File: src/rtl/contador_mod.sv
// contador_mod: modulo-(LIM+1) counter with up/down/step-down modes, synchronous load and registered RCO.
// Latency: one cycle; ENB/MODO/D/LIM sampled at a rising edge are visible on Q/RCO right after that edge.
// Backpressure: none; ENB=0 holds Q and clears RCO. RCO may drive the ENB of a following stage (one-cycle skew).
//
// Ports:
//   CLK, RST_N  - clock and asynchronous active-low reset
//   ENB         - count/load enable
//   MODO        - 00 up by 1, 01 down by 1, 10 down by STEP, 11 load D
//   D, LIM      - load value and terminal value (count sequence is 0..LIM)
//   Q, RCO      - registered count and one-cycle wrap/borrow flag
// Parameters: WIDTH (>=2), STEP (1..2^WIDTH-1).
// Build option: define CONTADOR_MOD_SAT_EN to saturate at the ends instead of wrapping.
module contador_mod #(
    parameter int WIDTH = 16,
    parameter int STEP  = 3
) (
    input  logic             CLK,
    input  logic             RST_N,
    input  logic             ENB,
    input  logic [1:0]       MODO,
    input  logic [WIDTH-1:0] D,
    input  logic [WIDTH-1:0] LIM,
    output logic [WIDTH-1:0] Q,
    output logic             RCO
);

    localparam logic [1:0] MODO_UP   = 2'b00;
    localparam logic [1:0] MODO_DN   = 2'b01;
    localparam logic [1:0] MODO_DNS  = 2'b10;
    localparam logic [1:0] MODO_LOAD = 2'b11;

    localparam logic [WIDTH-1:0] STEP_W = WIDTH'(STEP);

    // Values taken at the three terminal events: up past LIM, down past 0,
    // and step-down with Q < STEP.
    logic [WIDTH-1:0] q_top;
    logic [WIDTH-1:0] q_bot;
    logic [WIDTH-1:0] q_stp;

`ifdef CONTADOR_MOD_SAT_EN
    assign q_top = LIM;
    assign q_bot = '0;
    assign q_stp = '0;
`else
    logic [WIDTH:0]   modulus;
    logic [WIDTH:0]   deficit;
    logic [WIDTH-1:0] wrap_val;

    assign modulus = {1'b0, LIM} + {{WIDTH{1'b0}}, 1'b1};

    // Step-down wrap result is (Q - STEP) mod (LIM+1). STEP can exceed the
    // modulus several times over, so the shortfall STEP-Q is reduced by
    // repeated subtraction; STEP iterations always suffice since the
    // modulus is at least 1. Only used when Q < STEP, so the shortfall is >= 1.
    always_comb begin
        deficit = {1'b0, STEP_W} - {1'b0, Q};
        for (int i = 0; i < STEP; i++) begin
            if (deficit >= modulus) begin
                deficit = deficit - modulus;
            end
        end
        if (deficit == '0) begin
            wrap_val = '0;
        end else begin
            wrap_val = WIDTH'(modulus - deficit);
        end
    end

    assign q_top = '0;
    assign q_bot = LIM;
    assign q_stp = wrap_val;
`endif

    logic [WIDTH-1:0] q_nxt;
    logic             rco_nxt;

    always_comb begin
        q_nxt   = Q;
        rco_nxt = 1'b0;
        if (ENB) begin
            case (MODO)
                MODO_UP: begin
                    // >= so a loaded value above LIM still terminates.
                    if (Q >= LIM) begin
                        q_nxt   = q_top;
                        rco_nxt = 1'b1;
                    end else begin
                        q_nxt = Q + WIDTH'(1);
                    end
                end
                MODO_DN: begin
                    if (Q == '0) begin
                        q_nxt   = q_bot;
                        rco_nxt = 1'b1;
                    end else begin
                        q_nxt = Q - WIDTH'(1);
                    end
                end
                MODO_DNS: begin
                    if (Q >= STEP_W) begin
                        q_nxt = Q - STEP_W;
                    end else begin
                        q_nxt   = q_stp;
                        rco_nxt = 1'b1;
                    end
                end
                MODO_LOAD: begin
                    q_nxt = D;
                end
                default: begin
                    q_nxt = Q;
                end
            endcase
        end
    end

    always_ff @(posedge CLK or negedge RST_N) begin
        if (!RST_N) begin
            Q   <= '0;
            RCO <= 1'b0;
        end else begin
            Q   <= q_nxt;
            RCO <= rco_nxt;
        end
    end

endmodule

File: config.mk
export PLATFORM = sky130hd
export DESIGN_NAME = contador_mod
export DESIGN_NICKNAME = d
export VERILOG_FILES = /design/src/rtl/contador_mod.sv
export SDC_FILE = /design/constraint.sdc
export NUM_CORES = 1
export LEC_CHECK = 0
export ABC_CLOCK_PERIOD_IN_PS = 13800
export CORE_ASPECT_RATIO = 0.9
export CORE_MARGIN = 8
export CORE_UTILIZATION = 40
export DETAILED_ROUTE_END_ITERATION = 7
export SYNTH_ARGS = -nofsm -noshare
export SYNTH_HDL_FRONTEND = slang
export SYNTH_SLANG_ARGS = --single-unit
File: constraint.sdc
create_clock -name CLK -period 13.8 [get_ports CLK]
set_input_delay 2.76 -clock CLK [delete_from_list [all_inputs] [get_ports CLK]]
set_output_delay 2.76 -clock CLK [all_outputs]
set_load 0.05 [all_outputs]
==> run summary, run 1 <==
The flow ran to the end, and the final reports show no timing, DRC or antenna violations. The remaining antenna violation count is 0, and the antenna cell count is 0. Entering global routing, the biggest net connects 29 pins.

Once the floorplan was initialized, standard cells occupied 41.1% of the core. The logs give 30.5% for the remaining max-slew budget at the tightest pin and 9198 for the via count. Wires add up to 29.3 mm.

The post-synthesis compound-gate area fraction is 32.9%. The detail-routed net length per standard cell is 19.0 um, and the count of filler cells inserted in the layout is 1854. The synthesized netlist cell count was 1090; the number of core rows was 47.

The count of final hold-check violations was 0. Routability-driven placement finished with a final weighted congestion of 0.973. For the data required time at the worst endpoint, the log shows 14.01 ns.

The main combinational cell family by area after synthesis was compound AO/OA/AOI/OAI gates. The final critical delay including setup and external delays is 13.35 ns, and the full die area is 23600 sq um. Area of the core: 18500 sq um.

Compared with the post-synthesis result, the final layout area differs by 31.2%. Sorting the synthesized cells by how often they occur yields nand2_1, nor2_1, a21oi_1. By instance count, the cell type seen most on the critical path is buf_4. The tools report the I/O pin count as 54. Clock tree synthesis found a total of 17 sinks. The first global-routing pass estimated 45.6 mm of wire. The clock slew seen by the registers of the worst setup and hold paths was 0.06 ns. The largest individual stage delay along the critical path comes from the cell a2111oi_1.

The most common cell in the netlist is nand2_1. The first detailed-routing pass took 6 iterations. The synthesized design spends more area on one cell type than any other, namely ha_1. After Yosys synthesis, full adders, half adders and majority gates account for 14.8% of the synthesized area. The total overflow left after global routing is 0.

Of the available clock period, the critical path in the final layout requires 96.7%. Of the total synthesized cell area, the portion taken by XOR and XNOR cells is 12.1%. TritonCTS built the clock tree.

The run gives 6840 sq um as the area taken by multi-input logic gates. Synthesis inferred 17 register bits. Of all nets on the critical path, the largest fanout is 8. The type of the setup path with the least slack is in2reg. At the pin with the least slew margin, the transition time is 1.04 ns. After routing the design area is 9950 sq um.

Setup violations remaining at the end of the flow were counted as 0. After synthesis, the mean cell area works out to 6.96 sq um. The count of max-cap constraint violations is 0. Input and output buffers added on the ports amount to 53. Of the cells placed in the final design, the portion with a size suffix greater than 1 is 21.2%.

Clock latency on the worst-skew pair, taken at its later pin, is 0.26 ns. STA classifies the critical path startpoint as a primary input. The count of H-tree levels built during CTS is 1, and the x dimension of the die is 161 um.

The wire-length estimate of the detail-placed layout is 24.5 mm. The count of routing violations after the opening detailed-route iteration came out at 1001. In the post-synthesis netlist, the biggest area contributors are ha_1, xnor2_1, dfrtp_1. The CTS root buffer is clkbuf_16. The net count of the mapped netlist was 1206. Summing the areas of all and, or, nand and nor instances in the mapped netlist gives 25.4% of the synthesized area. Adding up every negative setup slack in the final design gives 0 ns. The logs give 1413 for the number of nets in the finished design and 13.55 ns for the arrival time of the worst setup path. The tools report the combined flip-flop and latch cell area as 425 sq um. The initial antenna violation count was 0. The critical path's largest stage delay was 0.53 ns. The share of the Yosys chip area taken by registers is 5.61%.

The max-slew violation total from the final report was 0. Count of flip-flops with a built-in enable after synthesis: 0. STA classifies the critical path endpoint as a flop.

Kind of path behind the tightest hold check: reg2reg. The mapped netlist covers 7590 sq um. The clock passes through at most 2 buffers. In the global route stage, overall resource usage came out at 23.5%. Clock skew on the completed layout was measured at 0.00489 ns. For this run, the top clock speed supported by timing is 74.9 MHz. For the placed instance area, the log shows 9690 sq um. The flip-flop cell with the highest count after synthesis is dfrtp_1. After synthesis, the share of flip-flops with an asynchronous set or reset is 100%. The floorplan step set the die height to 147 um.

Number of global-route vias before repair: 8399. The logs give 101 for the unique cell type count in the Yosys netlist and 3 for the number of buffers created by CTS. The portion of synthesized area spent on multiplexers is 2.89%. In this run, post-CTS hold repair placed 0 buffers.

The Yosys step of the flow raised 0 warnings. The detail-routed via count per cell is 5.97. The fraction of post-synthesis cell area in the top cell type by area is 12.4%.

For this run, design rule violations remaining after detail routing come to 0.
worst max-delay path, delay by kind of cell:
| family | cells | cell delay (ns) |
|---|---|---|
| compound gates | 26 | 5.02 |
| simple gates | 10 | 2.12 |
| buf+inv | 8 | 1.50 |
| fa+ha+maj | 5 | 1.42 |
| mux | 2 | 0.57 |
| xor+xnor | 1 | 0.14 |
layout make-up:
cell class / count / area share, %
Clock buffer: 4 / 0.792
Inverter: 71 / 2.68
Tap cell: 245 / 3.08
Multi-Input combinational cell: 954 / 68.8
Sequential cell: 17 / 4.28
Timing Repair Buffer: 250 / 20.4
registers in the layout (all words and copies together) (netlist names):
register,count
Q,16
RCO,1
cells by family after synthesis:
kind of cell             Yosys count
buffers and inverters            119
adder cells (fa/ha/maj)           89
multiplexers                      20
flip-flops                        17
AND/OR/NAND/NOR                  391
AO/OA/AOI/OAI                    353
XOR/XNOR                         101
timing repair:
action | 4_1_cts | 5_1_grt
endpoints found under the setup margin | 1 | 16
resized for setup | 3 | 50
pin swaps | 0 | 15
hold endpoints to repair | 0 | 0
buffers inserted | 0 | 2
path summary, 6_finish.rpt:
path                       startpoint  depth (start not counted)  endpoint  slack, ns
max                            LIM[0]                         52     Q[14]       0.45
min                             Q[15]                          1     Q[15]       0.74
max reg2reg                      Q[4]                         50     Q[14]       1.76
min reg2reg                     Q[15]                          1     Q[15]       0.74
max in group asynchronous       RST_N                          1      Q[9]      10.22
min in group asynchronous       RST_N                          1      Q[4]       3.02
through the flow:
| stage | hold slack, ns | instances | utilization [%] | worst slack, ns |
|---|---|---|---|---|
| 5_1_grt | 0.769 | 1541 | 53.9 | -0.107 |
| 3_5_place_dp | 0.727 | 1535 | 52.5 | -0.267 |
| 6_report | 0.739 | 1541 | 53.9 | 0.454 |
| 4_1_cts | 0.736 | 1539 | 53.0 | 0.0683 |
| 3_3_place_gp | 0.710 | 1535 | 52.5 | -0.227 |
| 2_1_floorplan | 0.962 | 1090 | - | 0.0989 |
cells in the final DEF, fill, tap and decap left out, types with 10 or more instances in the layout:
| cell type | netlist | final |
|---|---|---|
| o211ai_1 | 11 | 11 |
| and3_1 | 10 | 10 |
| nand4_1 | 16 | 16 |
| nand3_1 | 41 | 40 |
| o21ai_0 | 70 | 61 |
| nor3_1 | 39 | 38 |
| clkdlybuf4s50_1 | 0 | 53 |
| a21oi_1 | 76 | 74 |
| xor2_1 | 24 | 24 |
| a211oi_1 | 15 | 12 |
| inv_1 | 68 | 68 |
| dfrtp_1 | 17 | 17 |
| a21o_1 | 34 | 34 |
| mux2_2 | 10 | 10 |
| buf_4 | 2 | 194 |
| o21ai_1 | 4 | 12 |
| o21a_1 | 15 | 15 |
| nand2_1 | 111 | 111 |
| xnor2_1 | 74 | 70 |
| o31ai_1 | 20 | 18 |
| ha_1 | 75 | 75 |
| nor2_1 | 90 | 87 |
| nor2b_1 | 13 | 13 |
routing by layer:
metal	GRT usage, %	routed length (um)
met4	3.47	523
met5	0	0
met3	5.14	2830
met1	33.4	13500
met2	36.0	12400
Power of run 1 is not shown: default switching activity piles up to over one toggle a cycle in this logic, so the estimate is an artifact.
==> run 2: changes to the inputs <==
Settings changed: SKIP_LAST_GASP set to 1.
==> run 2 against run 1 <==
  * Die area is the same
  * Maximum frequency is essentially flat
  * Non-clock buffer count is the same
  * Wire length shrank 0.31%
  * Flip-flop and latch count is the same
==> run summary, run 2 (synthesis results as in run 1) <==
The maximum clock path buffer count was 2 (unchanged). Critical path startpoint category: a primary input. The tools report the cell total after placement as 1535 (unchanged). The tools report the largest net degree at the start of global routing as 29 (unchanged). TritonCTS built the clock tree.

The insertion delay to the later sink of the worst-skew pair is 0.26 ns (about the same), and the final critical delay including setup and external delays is 13.35 ns (+0.00600 ns). The vertical die dimension is 147 um (unchanged). The category of the worst setup path capture point was a flop.

Q holds more flip-flops than any other register. The count of H-tree levels built during CTS came out at 1 (unchanged). The run gives 0 (unchanged) as the count of max-cap constraint violations. The total of buffers placed on input and output ports was 53 (unchanged); the full die area was 23600 sq um (unchanged). The logs give 0 (unchanged) for the final routed DRC violation total and 0 (unchanged) for the count of final hold-check violations.

The most common cell after layout, fill and taps aside was buf_4. I/O pin count: 54 (unchanged). The detail-routed via count per cell was 5.96 (about the same); the non-filler instance count after layout was 1541 (unchanged).

The logs give 45.6 mm (unchanged) for the global-route wire length before repair and 9191 (-0.076%) for the via count. For the antenna cell count, the log shows 0 (unchanged). In the layout the commonest cells are buf_4, nand2_1, nor2_1. The weighted congestion at the end of routability-driven global placement is 0.973 (unchanged). The run gives 896 (-10%) as the count of routing violations after the opening detailed-route iteration. The register-to-register path setup slack was 1.74 ns (-0.02 ns). The x dimension of the die is 161 um (unchanged), and the peak fanout along the critical path is 8 (unchanged). The run gives 0 (unchanged) as the post-cts hold buffer count. The flow ran to the end, and the final reports show no timing, DRC or antenna violations.

The clock slew seen by the registers of the worst setup and hold paths is 0.06 ns (about the same), and the starting density of the core is 41.1% (unchanged). The number of core rows was 47 (unchanged). Setup repair after global routing could not meet its margin everywhere.

The arrival time of the worst setup path was 13.56 ns (about the same). The tools report the smallest setup slack after layout as 0.448 ns (-0.00600 ns). The run gives 14.00 ns (about the same) as the data required time at the worst endpoint. Capturing instance or port of the critical path: Q[14]. For the final routed wirelength across all metal layers, the log shows 29.2 mm (-0.31%). The ratio of cells with drive above 1 in the final layout was 21.2% (unchanged). The startpoint identified for the worst register-to-register timing path is Q[4].

The area of the core was 18500 sq um (unchanged); the remaining max-slew budget at the tightest pin was 32.4% (+1.9 points). The all-layer global routing usage is 23.5% (unchanged). Worst slack at placement: -0.267 ns (unchanged). The synthesis-to-finish area growth is 31.1% (about the same).

In the final layout, the registers with the most flip-flops are Q x16, RCO x1. The run gives 0 (unchanged) as the count of final setup violators. The tools report the number of global-route vias before repair as 8399 (unchanged).

The first-pass iteration count of the detailed router came out at 6 (unchanged). CTS root buffer: clkbuf_16. The run gives 17 (unchanged) as the TritonCTS sink count. In this design, the critical path's most frequently occurring cell is buf_4. The slew of the pin with the lowest slew margin is 1.01 ns (-0.0289 ns). The type of the setup path with the least slack is in2reg. The timing-limited maximum frequency is 74.9 MHz (about the same).

The tightest min-delay check is of the reg2reg type. Number of nets in the finished design: 1413 (unchanged). The run gives 0 (unchanged) as the aggregate global routing overflow.

The core utilization of the finished layout was 53.8% (about the same); the initial antenna violation count was 0 (unchanged). The final period utilization came out at 96.8% (about the same). The logs give 24.5 mm (unchanged) for the HPWL after detailed placement and 0 (unchanged) for the max-slew violation total from the final report.

The run gives 9690 sq um (unchanged) as the placed instance area. The number of flip-flops under the largest register name is 16 (unchanged), and the detail-routed net length per standard cell is 19.0 um (-0.31%). The number of buffers created by CTS was 3 (unchanged); the final clock skew was 0.00299 ns (-0.00190 ns).

The cell with the largest stage delay on the worst path is a2111oi_1. Worst flop-to-flop path endpoint: Q[14]. The remaining antenna violation count was 0 (unchanged); the depth of the worst register-to-register path was 50 (unchanged).

The most critical setup path has its startpoint at LIM[0]. The critical path's largest stage delay works out to 0.53 ns (about the same). The final design area excluding fillers came out at 9940 sq um (about the same).
==> run 2: cell counts in the layout (fill, tap and decap cells not counted) <==
No cell type changed its count.
==> run 2: worst min path at each step <==
stage / startpoint / end / slack (ns) / depth (start not counted)
3_3_place_gp: Q[15] / Q[15] / 0.71 / 1
4_1_cts: Q[7] / Q[7] / 0.74 / 2
2_1_floorplan: Q[9] / Q[9] / 0.96 / 3
6_report: Q[15] / Q[15] / 0.74 / 1
5_1_grt: Q[7] / Q[7] / 0.77 / 2
3_5_place_dp: Q[7] / Q[7] / 0.73 / 2
==> run 2: worst max-delay path: cells and delay by family <==
family | cells | cell delay (ns)
and+or+nand+nor | 10 | 2.06
adders and majority gates | 5 | 1.42
buffers and inverters | 8 | 1.51
xor gates and xnor gates | 1 | 0.14
AOI/OAI and AO/OA | 26 | 5.03
muxes | 2 | 0.58
==> run 2: routing by layer <==
metal	up-vias	global-route usage, %	wire length, um
met3	42	5.14	2750
met4	0	3.47	533
met5	-	0	0
li1	4445	-	-
met1	4301	33.4	13500
met2	403	36.0	12500
==> run 2: through the flow <==
step | TNS (ns) | hold WS, ns
floorplan | 0 | 0.962
global placement | -0.405 | 0.710
detailed placement | -0.784 | 0.727
CTS | 0 | 0.736
global route | -0.249 | 0.769
finish | 0 | 0.739
==> run 2: layout make-up <==
cell class	instances	area, sq um
Sequential cell	17	425
Inverter	71	267
Multi-Input combinational cell	954	6840
Clock buffer	4	78.8
Tap cell	245	307
Timing Repair Buffer	250	2030
Fill cell	1852	8520
==> run 2: what timing repair did <==
item,in CTS,in global routing
gates resized for setup,3,48
endpoints found under the setup margin,1,16
pin swaps,0,15
buffers inserted,0,2
Power of run 2 is left out for the same reason.
